**src/rtl/seg_scan_4_pkg.sv**
```systemverilog
// Shared constants for the 4-digit multiplexed seven-segment scanner.
package seg_scan_4_pkg;

   localparam int NUM_DIGITS = 4;

   typedef logic [3:0] nibble_t;
   typedef logic [1:0] digit_idx_t;
   typedef logic [6:0] seg_t;

   // Segment order {g,f,e,d,c,b,a}, active-low.
   localparam seg_t SEG_BLANK = 7'b1111111;

   localparam seg_t SEG_TABLE [0:15] = '{
      7'b1000000,  // 0
      7'b1111001,  // 1
      7'b0100100,  // 2
      7'b0110000,  // 3
      7'b0011001,  // 4
      7'b0010010,  // 5
      7'b0000010,  // 6
      7'b1111000,  // 7
      7'b0000000,  // 8
      7'b0010000,  // 9
      7'b0001000,  // A
      7'b0000011,  // b
      7'b1000110,  // C
      7'b0100001,  // d
      7'b0000110,  // E
      7'b0001110   // F
   };

endpackage

```
**src/rtl/seg_scan_4_hex_to_seg.sv**
```systemverilog
// Combinational hex digit to active-low segment pattern decoder.
module hex_to_seg
   import seg_scan_4_pkg::*;
(
   input  logic [3:0] hex,
   output logic [6:0] seg
);

   assign seg = SEG_TABLE[hex];

endmodule

```
**src/rtl/seg_scan_4.sv**
```systemverilog
// Time-multiplexed 4-digit seven-segment driver with frame-coherent digit
// snapshots, leading-zero blanking and a sticky overflow indicator on DP.
module seg_scan_4
   import seg_scan_4_pkg::*;
#(
   parameter int SCAN_DIV = 50000
)(
   input  logic       CP,
   input  logic       Rd,
   input  logic       EN,
   input  logic [3:0] DIG0,
   input  logic [3:0] DIG1,
   input  logic [3:0] DIG2,
   input  logic [3:0] DIG3,
   input  logic       C_IN,
   input  logic       CLR_OVF,
   input  logic       LZB,
   output logic [3:0] AN,
   output logic [6:0] SEG,
   output logic       DP,
   output logic       OVF
);

   localparam int                CNT_W   = (SCAN_DIV > 2) ? $clog2(SCAN_DIV) : 1;
   localparam logic [CNT_W-1:0]  CNT_MAX = CNT_W'(SCAN_DIV - 1);

   logic [CNT_W-1:0] cnt_q, cnt_d;
   digit_idx_t       idx_q, idx_d;
   logic             ovf_q, ovf_d;
   logic [3:0]       an_q,  an_d;
   seg_t             seg_q, seg_d;
   logic             dp_q,  dp_d;

   nibble_t          dig_in [NUM_DIGITS];
   nibble_t          snap_q [NUM_DIGITS];
   logic             blank  [NUM_DIGITS];
   logic             tick;
   logic             frame_end;
   seg_t             dec_seg;

   assign dig_in[0] = DIG0;
   assign dig_in[1] = DIG1;
   assign dig_in[2] = DIG2;
   assign dig_in[3] = DIG3;

   assign tick      = EN && (cnt_q == CNT_MAX);
   assign frame_end = tick && (idx_q == 2'd3);

   // Blanking chains down from the top digit: a digit is blanked only when
   // it and every digit above it are zero. Digit 0 is always shown.
   assign blank[NUM_DIGITS-1] = LZB && (snap_q[NUM_DIGITS-1] == 4'd0);
   generate
      for (genvar gi = NUM_DIGITS - 2; gi >= 1; gi--) begin : g_blank
         assign blank[gi] = blank[gi+1] && (snap_q[gi] == 4'd0);
      end
   endgenerate
   assign blank[0] = 1'b0;

   // Snapshots refresh together at frame end so a frame never mixes digits.
   generate
      for (genvar gi = 0; gi < NUM_DIGITS; gi++) begin : g_snap
         always_ff @(posedge CP) begin
            if (!Rd)            snap_q[gi] <= 4'd0;
            else if (frame_end) snap_q[gi] <= dig_in[gi];
         end
      end
   endgenerate

   hex_to_seg u_dec (
      .hex (snap_q[idx_q]),
      .seg (dec_seg)
   );

   // Next-state for prescaler, digit index, overflow flag and display outputs.
   always_comb begin
      cnt_d = cnt_q;
      idx_d = idx_q;
      if (EN) begin
         cnt_d = tick ? '0 : cnt_q + 1'b1;
         if (tick) idx_d = idx_q + 2'd1;
      end

      // Set has priority over clear.
      ovf_d = ovf_q;
      if (C_IN)         ovf_d = 1'b1;
      else if (CLR_OVF) ovf_d = 1'b0;

      an_d  = 4'b1111;
      seg_d = SEG_BLANK;
      dp_d  = 1'b1;
      if (EN) begin
         an_d  = ~(4'b0001 << idx_q);
         seg_d = blank[idx_q] ? SEG_BLANK : dec_seg;
         dp_d  = ~((idx_q == 2'd3) && ovf_q);
      end
   end

   // State and output registers; reset dominates every other input.
   always_ff @(posedge CP) begin
      if (!Rd) begin
         cnt_q <= '0;
         idx_q <= '0;
         ovf_q <= 1'b0;
         an_q  <= 4'b1111;
         seg_q <= SEG_BLANK;
         dp_q  <= 1'b1;
      end else begin
         cnt_q <= cnt_d;
         idx_q <= idx_d;
         ovf_q <= ovf_d;
         an_q  <= an_d;
         seg_q <= seg_d;
         dp_q  <= dp_d;
      end
   end

   assign AN  = an_q;
   assign SEG = seg_q;
   assign DP  = dp_q;
   assign OVF = ovf_q;

endmodule

```
**config.mk**
```make
export PLATFORM = sky130hd
export DESIGN_NAME = seg_scan_4
export DESIGN_NICKNAME = d
export VERILOG_FILES = /design/src/rtl/seg_scan_4_pkg.sv /design/src/rtl/seg_scan_4_hex_to_seg.sv /design/src/rtl/seg_scan_4.sv
export SDC_FILE = /design/constraint.sdc
export NUM_CORES = 1
export LEC_CHECK = 0
export ABC_CLOCK_PERIOD_IN_PS = 5900
export BUFFER_PORTS_ARGS = -buffer_cell sky130_fd_sc_hd__buf_2
export CELL_PAD_IN_SITES_DETAIL_PLACEMENT = 0
export CELL_PAD_IN_SITES_GLOBAL_PLACEMENT = 2
export CORE_UTILIZATION = 39
export DETAILED_ROUTE_END_ITERATION = 16
export PLACE_DENSITY_LB_ADDON = 0.1
export SETUP_SLACK_MARGIN = 0.2
export SKIP_LAST_GASP = 1
export SYNTH_ARGS = -nofsm -noshare
export SYNTH_HDL_FRONTEND = slang
export SYNTH_HIERARCHICAL = 1
export SYNTH_SLANG_ARGS = --single-unit
```
**constraint.sdc**
```tcl
create_clock -name CP -period 5.9 [get_ports CP]
set_input_delay 0.295 -clock CP [delete_from_list [all_inputs] [get_ports CP]]
set_output_delay 0.295 -clock CP [all_outputs]
set_load 0.01 [all_outputs]
```
==> results of run 1 <==
[worst max-delay path: stages (launching register included)]
cell	delay [ps]
dfxtp_1	470
mux4_2	620
ha_1	230
or2_1	220
a21oi_1	150
a31oi_1	60
nor2_1	110
nand2_1	50
[per-stage QoR]
stage | cell area [sq um] | hold slack [ps] | power (W)
2_1_floorplan | 2320 | 419 | 0.000398
3_3_place_gp | 2540 | 395 | 0.000414
3_5_place_dp | 2540 | 393 | 0.000414
4_1_cts | 2630 | 192 | 0.000619
5_1_grt | 2630 | 189 | 0.000642
6_report | 2630 | 202 | 0.000609
[how the worst min path moves through the flow]
stage / start / to / cells after the start
2_1_floorplan: C_IN / OVF / 1
3_5_place_dp: OVF / DP / 1
3_3_place_gp: OVF / DP / 1
4_1_cts: C_IN / OVF / 2
6_report: C_IN / OVF / 2
5_1_grt: C_IN / OVF / 2
[layer usage]
layer | wire (microns) | part of all wire, % | global-route usage [%] | up-vias
li1 | - | - | - | 834
met1 | 2170 | 54 | 20.9 | 697
met2 | 1650 | 41 | 21.0 | 34
met3 | 177 | 4.4 | 4.02 | 7
met4 | 61 | 1.5 | 4.91 | 0
met5 | 0 | 0 | 0 | -
[cell families (layout without fill, tap and decap cells)]
logic type                 after synthesis  after routing  synth area share, %
DFF                                     49             49                 49.1
muxes                                    7              7                 5.22
and+or+nand+nor                        104            104                 25.1
buffers and inverters                   14             49                 3.34
xor gates and xnor gates                14             14                 5.28
AOI/OAI and AO/OA                       20             20                 5.49
adders and majority gates               12             12                 6.46
[final cells by class]
type | instances | share of cell area [%]
Clock buffer | 5 | 2.62
Clock inverter | 3 | 0.999
Inverter | 6 | 0.856
Multi-Input combinational cell | 157 | 42.0
Sequential cell | 49 | 43.4
Tap cell | 72 | 3.42
Timing Repair Buffer | 35 | 6.75
[cells in the final DEF (no fill, tap or decap), drive strengths merged, types with 3 or more instances in the layout]
cell type,synthesis,layout
nand4,7,7
o21ai,8,8
ha,12,12
edfxtp,16,16
and2,19,19
nand3,7,7
nor2,23,23
nor4,3,3
or4,3,3
o21a,3,3
xnor2,8,8
xor2,6,6
buf,7,35
inv,6,7
clkbuf,1,5
nor3,3,3
mux4,4,4
nand2,25,25
a21oi,3,3
dfxtp,33,33
[sequential cells by signal, summed over array words and instances, names as in the netlist, named ones only]
register,count
AN,4
idx_q,2
DP,1
OVF,1
snap_q,16
SEG,7
cnt_q,16
[report_power, final]
part,switching [W],internal (W)
clock,0.000118,0.0000865
combinational,0.0000232,0.0000190
sequential,0.00000503,0.000358
==> metrics.csv, run 1 <==
metric;value;unit
finalHoldViolCount;0;
vias;1572;
diodes;0;
crit_type;flip-flop to flip-flop;
grt_max_degree;18;
drt_iter0_drc;49;
rsz0062_at_grt;no;
cap_violations;0;
synth-seq-area-share;49.1;%
ys_top_cells_by_count;dfxtp_1, nand2_1, nor2_1;
core;5610;sq um
grt_pass1_vias;1414;
fin_nets;288;
synth_top_area_cell;dfxtp_1;
clk_path_buf_depth;2;
path_clk_slew;100;ps
syn2layout_area_growth;13.2;%
critPathMaxFanout;6;
pre_cts_slack;3880;ps
maxSlewViolCount;0;
synth.avg_cell_area;10.6;sq um
period_share;34.7;%
post_drt_wl_per_cell;12.4;microns
nFillCells;569;
postSynthCellCount;220;
dieArea;6270;sq um
netlist_area;2320;sq um
fp.dieH;79.2;microns
first_pass_iters;4;
grt.overflow.total;0;
synth-edff-count;16;
cts-resized-gates;0;
synth.area.top_cells;dfxtp_1, edfxtp_1, ha_1;
rrSetupSlack;3850;ps
grt_pass1_wl;7020;microns
p_leak;1.03;nW
dp.cells;319;
worst_r2r_endpoint;SEG[3];
grtUsageTotal;14.6;%
drive_gt1_share;22.0;%
critPathCapture;SEG[3];
synth-warning-count;6;
synth_top_cell_area_share;28.4;%
synth_cell_types;44;
required;6070;ps
routabilityCongestion;0.796;
ir_drop;85.2;uV
tns;0;ps
ios;35;
die_x;79.2;microns
drt_drc_violations_left;0;
regArea;1140;sq um
synth-seq-cells;49;
final_antenna_net_count;0;
cp-end-kind;flip-flop;
cp-start-kind;flip-flop;
syn_nets;254;
cts_hold_buf;0;
fin_crit;2050;ps
cts_setup_buffers;0;
clock_latency;310;ps
hold_class;input port to flip-flop;
port_buffers;34;
cts_tree;done;
cts_max_level;2;
fin_skew;12.2;ps
std_cell_rows;27;
cts.sinks;49;
drt-vias-per-instance;4.81;
clockRootBuffer;clkbuf_8;
multiInputGateArea;1100;sq um
cts_buffers;5;
fin_util;46.9;%
worst_slew_pin_slew;547;ps
arrival;2220;ps
place_hpwl;3070;microns
synthArstFlopShare;0;%
routed_wl;4060;microns
timing.final.ws_setup;3850;ps
yosys.cell_count.top_type;dfxtp_1;
stdcell_count;327;
start_util;41.4;%
powerDensity;232;nW/um^2
slew-limit-headroom;63.3;%
setup_viol;0;
fmaxAchievable;0.489;GHz
antenna_found_initial;0;
worstRegToRegCells;7;
outcome;finished clean;
synth_top_flop_cell;dfxtp_1;
(Power assumes the default switching activity.)
==> inputs of run 2 (changes only) <==
--- a/config.mk
+++ b/config.mk
@@ -5,11 +5,11 @@
 export SDC_FILE = /design/constraint.sdc
 export NUM_CORES = 1
 export LEC_CHECK = 0
-export ABC_CLOCK_PERIOD_IN_PS = 5900
+export ABC_CLOCK_PERIOD_IN_PS = 1850
 export BUFFER_PORTS_ARGS = -buffer_cell sky130_fd_sc_hd__buf_2
 export CELL_PAD_IN_SITES_DETAIL_PLACEMENT = 0
 export CELL_PAD_IN_SITES_GLOBAL_PLACEMENT = 2
-export CORE_UTILIZATION = 39
+export CORE_UTILIZATION = 32
 export DETAILED_ROUTE_END_ITERATION = 16
 export PLACE_DENSITY_LB_ADDON = 0.1
 export SETUP_SLACK_MARGIN = 0.2
==> constraint.sdc (replaced) <==
create_clock -name CP -period 1.85 [get_ports CP]
set_input_delay 0.0925 -clock CP [delete_from_list [all_inputs] [get_ports CP]]
set_output_delay 0.0925 -clock CP [all_outputs]
set_load 0.01 [all_outputs]
==> run 2 against run 1 <==
Critical path depth stayed put. Count of clock-buffer cells in the layout unchanged. Clock skew down 5.1 ps. Core utilization fell by 5.3 points. Sequential power grew to 3.2 times the previous value. Maximum frequency is 13% higher. Largest power group unchanged. Highest routed layer unchanged.
==> metrics.csv, run 2 (synthesis gave the netlist of run 1 again) <==
metric;value;unit;change
outcome;finished clean;;unchanged
worstHoldPathCells;2;;unchanged
min-delay-start;DIG3[3];;was C_IN
hold_class;input port to flip-flop;;unchanged
fmaxAchievable;0.550;GHz;was 0.489 GHz
fin_crit;1820;ps;was 2050 ps
clock_latency;310;ps;about the same
grt_pass1_vias;1544;;was 1414
rrSetupSlack;30;ps;was 3850 ps
layout_commonest_cell;buf_2;;unchanged
grt_pass1_wl;7490;microns;was 7020 microns
cts_max_level;2;;unchanged
worst_r2r_endpoint;SEG[3];;unchanged
cp-start-kind;flip-flop;;unchanged
drt-vias-per-instance;4.35;;was 4.81
clk_path_buf_depth;2;;unchanged
syn2layout_area_growth;23.9;%;was 13.2%
period_share;98.3;%;was 34.7%
diodes;0;;unchanged
finalHoldViolCount;0;;unchanged
grtUsageTotal;12.9;%;was 14.6%
required;2030;ps;was 6070 ps
path_clk_slew;90;ps;was 100 ps
worstRegToRegCells;7;;unchanged
clockRootBuffer;clkbuf_8;;unchanged
cts_buffers;5;;unchanged
start_util;33.6;%;was 41.4%
cts.sinks;49;;unchanged
ir_drop;265;uV;was 85.2 uV
maxSlewViolCount;0;;unchanged
crit_type;flip-flop to flip-flop;;unchanged
grt.overflow.total;0;;unchanged
fp.dieH;87.2;microns;was 79.2 microns
routabilityCongestion;0.768;;was 0.796
drt_iter0_drc;60;;was 49
die_x;87.2;microns;was 79.2 microns
place_hpwl;3290;microns;was 3070 microns
arrival;2000;ps;was 2220 ps
first_pass_iters;4;;unchanged
p_leak;1.12;nW;was 1.03 nW
vias;1597;;was 1572
slew-limit-headroom;65.0;%;was 63.3%
antenna_found_initial;0;;unchanged
dieArea;7610;sq um;was 6270 sq um
cp-end-kind;flip-flop;;unchanged
fin_skew;7.16;ps;was 12.2 ps
drt_drc_violations_left;0;;unchanged
critPathMaxFanout;5;;was 6
cap_violations;0;;unchanged
fin_util;41.7;%;was 46.9%
port_buffers;34;;unchanged
std_cell_rows;30;;was 27
ios;35;;unchanged
cts_tree;done;;unchanged
fin_nets;304;;was 288
setup_viol;0;;unchanged
final_antenna_net_count;0;;unchanged
worst_slew_pin_slew;523;ps;was 547 ps
drive_gt1_share;29.2;%;was 22.0%
reg2reg_from;snap_q[3][0];;
min_to;snap_q[3][3];;was OVF
rsz0062_at_grt;yes;;was no
mostFrequentLayoutCells;buf_2, dfxtp_1, nand2_1;;unchanged
finalHoldWorstSlack;55.0;ps;was 202 ps
powerDensity;720;nW/um^2;was 232 nW/um^2
core;6910;sq um;was 5610 sq um
routed_wl;4500;microns;was 4060 microns
grt_max_degree;17;;was 18
post_drt_wl_per_cell;12.2;microns;was 12.4 microns
## run 2: cell types whose count changed in the layout (fill, tap and decap cells not counted), moves of 2 or more
cell / delta
buf_4: +14
dfxtp_1: -3
ha_1: -3
clkinv_4: -2
dfxtp_2: +2
ha_4: +2
## run 2: through the flow
stage / TNS (ps) / setup WS, ps / power (W) / cell area, sq um / std cells
after CTS: 0 / 12.2 / 0.00211 / 2870 / 367
after detailed placement: 0 / 27.0 / 0.00134 / 2730 / 355
after floorplan: 0 / 97.7 / 0.00127 / 2380 / 220
after global placement: 0 / 39.3 / 0.00134 / 2730 / 355
final: 0 / 31.0 / 0.00207 / 2880 / 367
after global routing: -477 / -117 / 0.00217 / 2880 / 367
## run 2: final cells by class
type / instances / area, sq um
fillers: 717 / 4030
multi-input cells: 157 / 1160
flip-flops and latches: 49 / 1150
repair buffers: 51 / 313
well taps: 96 / 120
clock buffers: 5 / 68.8
clock inverters: 3 / 41.3
inverters: 6 / 22.5
## run 2: what timing repair did
action                                  4_1_cts  5_1_grt
endpoints found under the hold margin         1        0
buffers inserted                              3        0
resized for setup                             0        2
hold buffers                                  1        0
endpoints found under the setup margin        9        7
pin swaps                                     2        0
## run 2: worst max-delay path by stage
stage,from,end,slack [ps],depth (start not counted)
floorplan,flip-flop,SEG[3],100,7
global placement,flip-flop,SEG[3],40,8
detailed placement,flip-flop,SEG[3],30,7
CTS,snap_q[3][0],SEG[3],10,7
global route,snap_q[3][0],SEG[3],-120,7
finish,snap_q[3][0],SEG[3],30,7
## run 2: routing by layer
metal  GRT usage [%]  part of all wire (%)
met1            18.4                    54
met4            4.47                   1.4
met3            3.70                   4.3
met2            18.6                    40
met5               0                     0
## run 2: report_power, final
part / switching, W / internal (W)
logic: 0.0000806 / 0.0000745
clock network: 0.000361 / 0.000398
registers: 0.0000175 / 0.00114
total: 0.000459 / 0.00161
## run 2: critical path: stages (launching register included)
cell	delay, ps
edfxtp_1	400
mux4_2	570
ha_4	190
or2_1	220
a21oi_2	120
a31oi_1	50
nor2_1	100
nand2_1	50
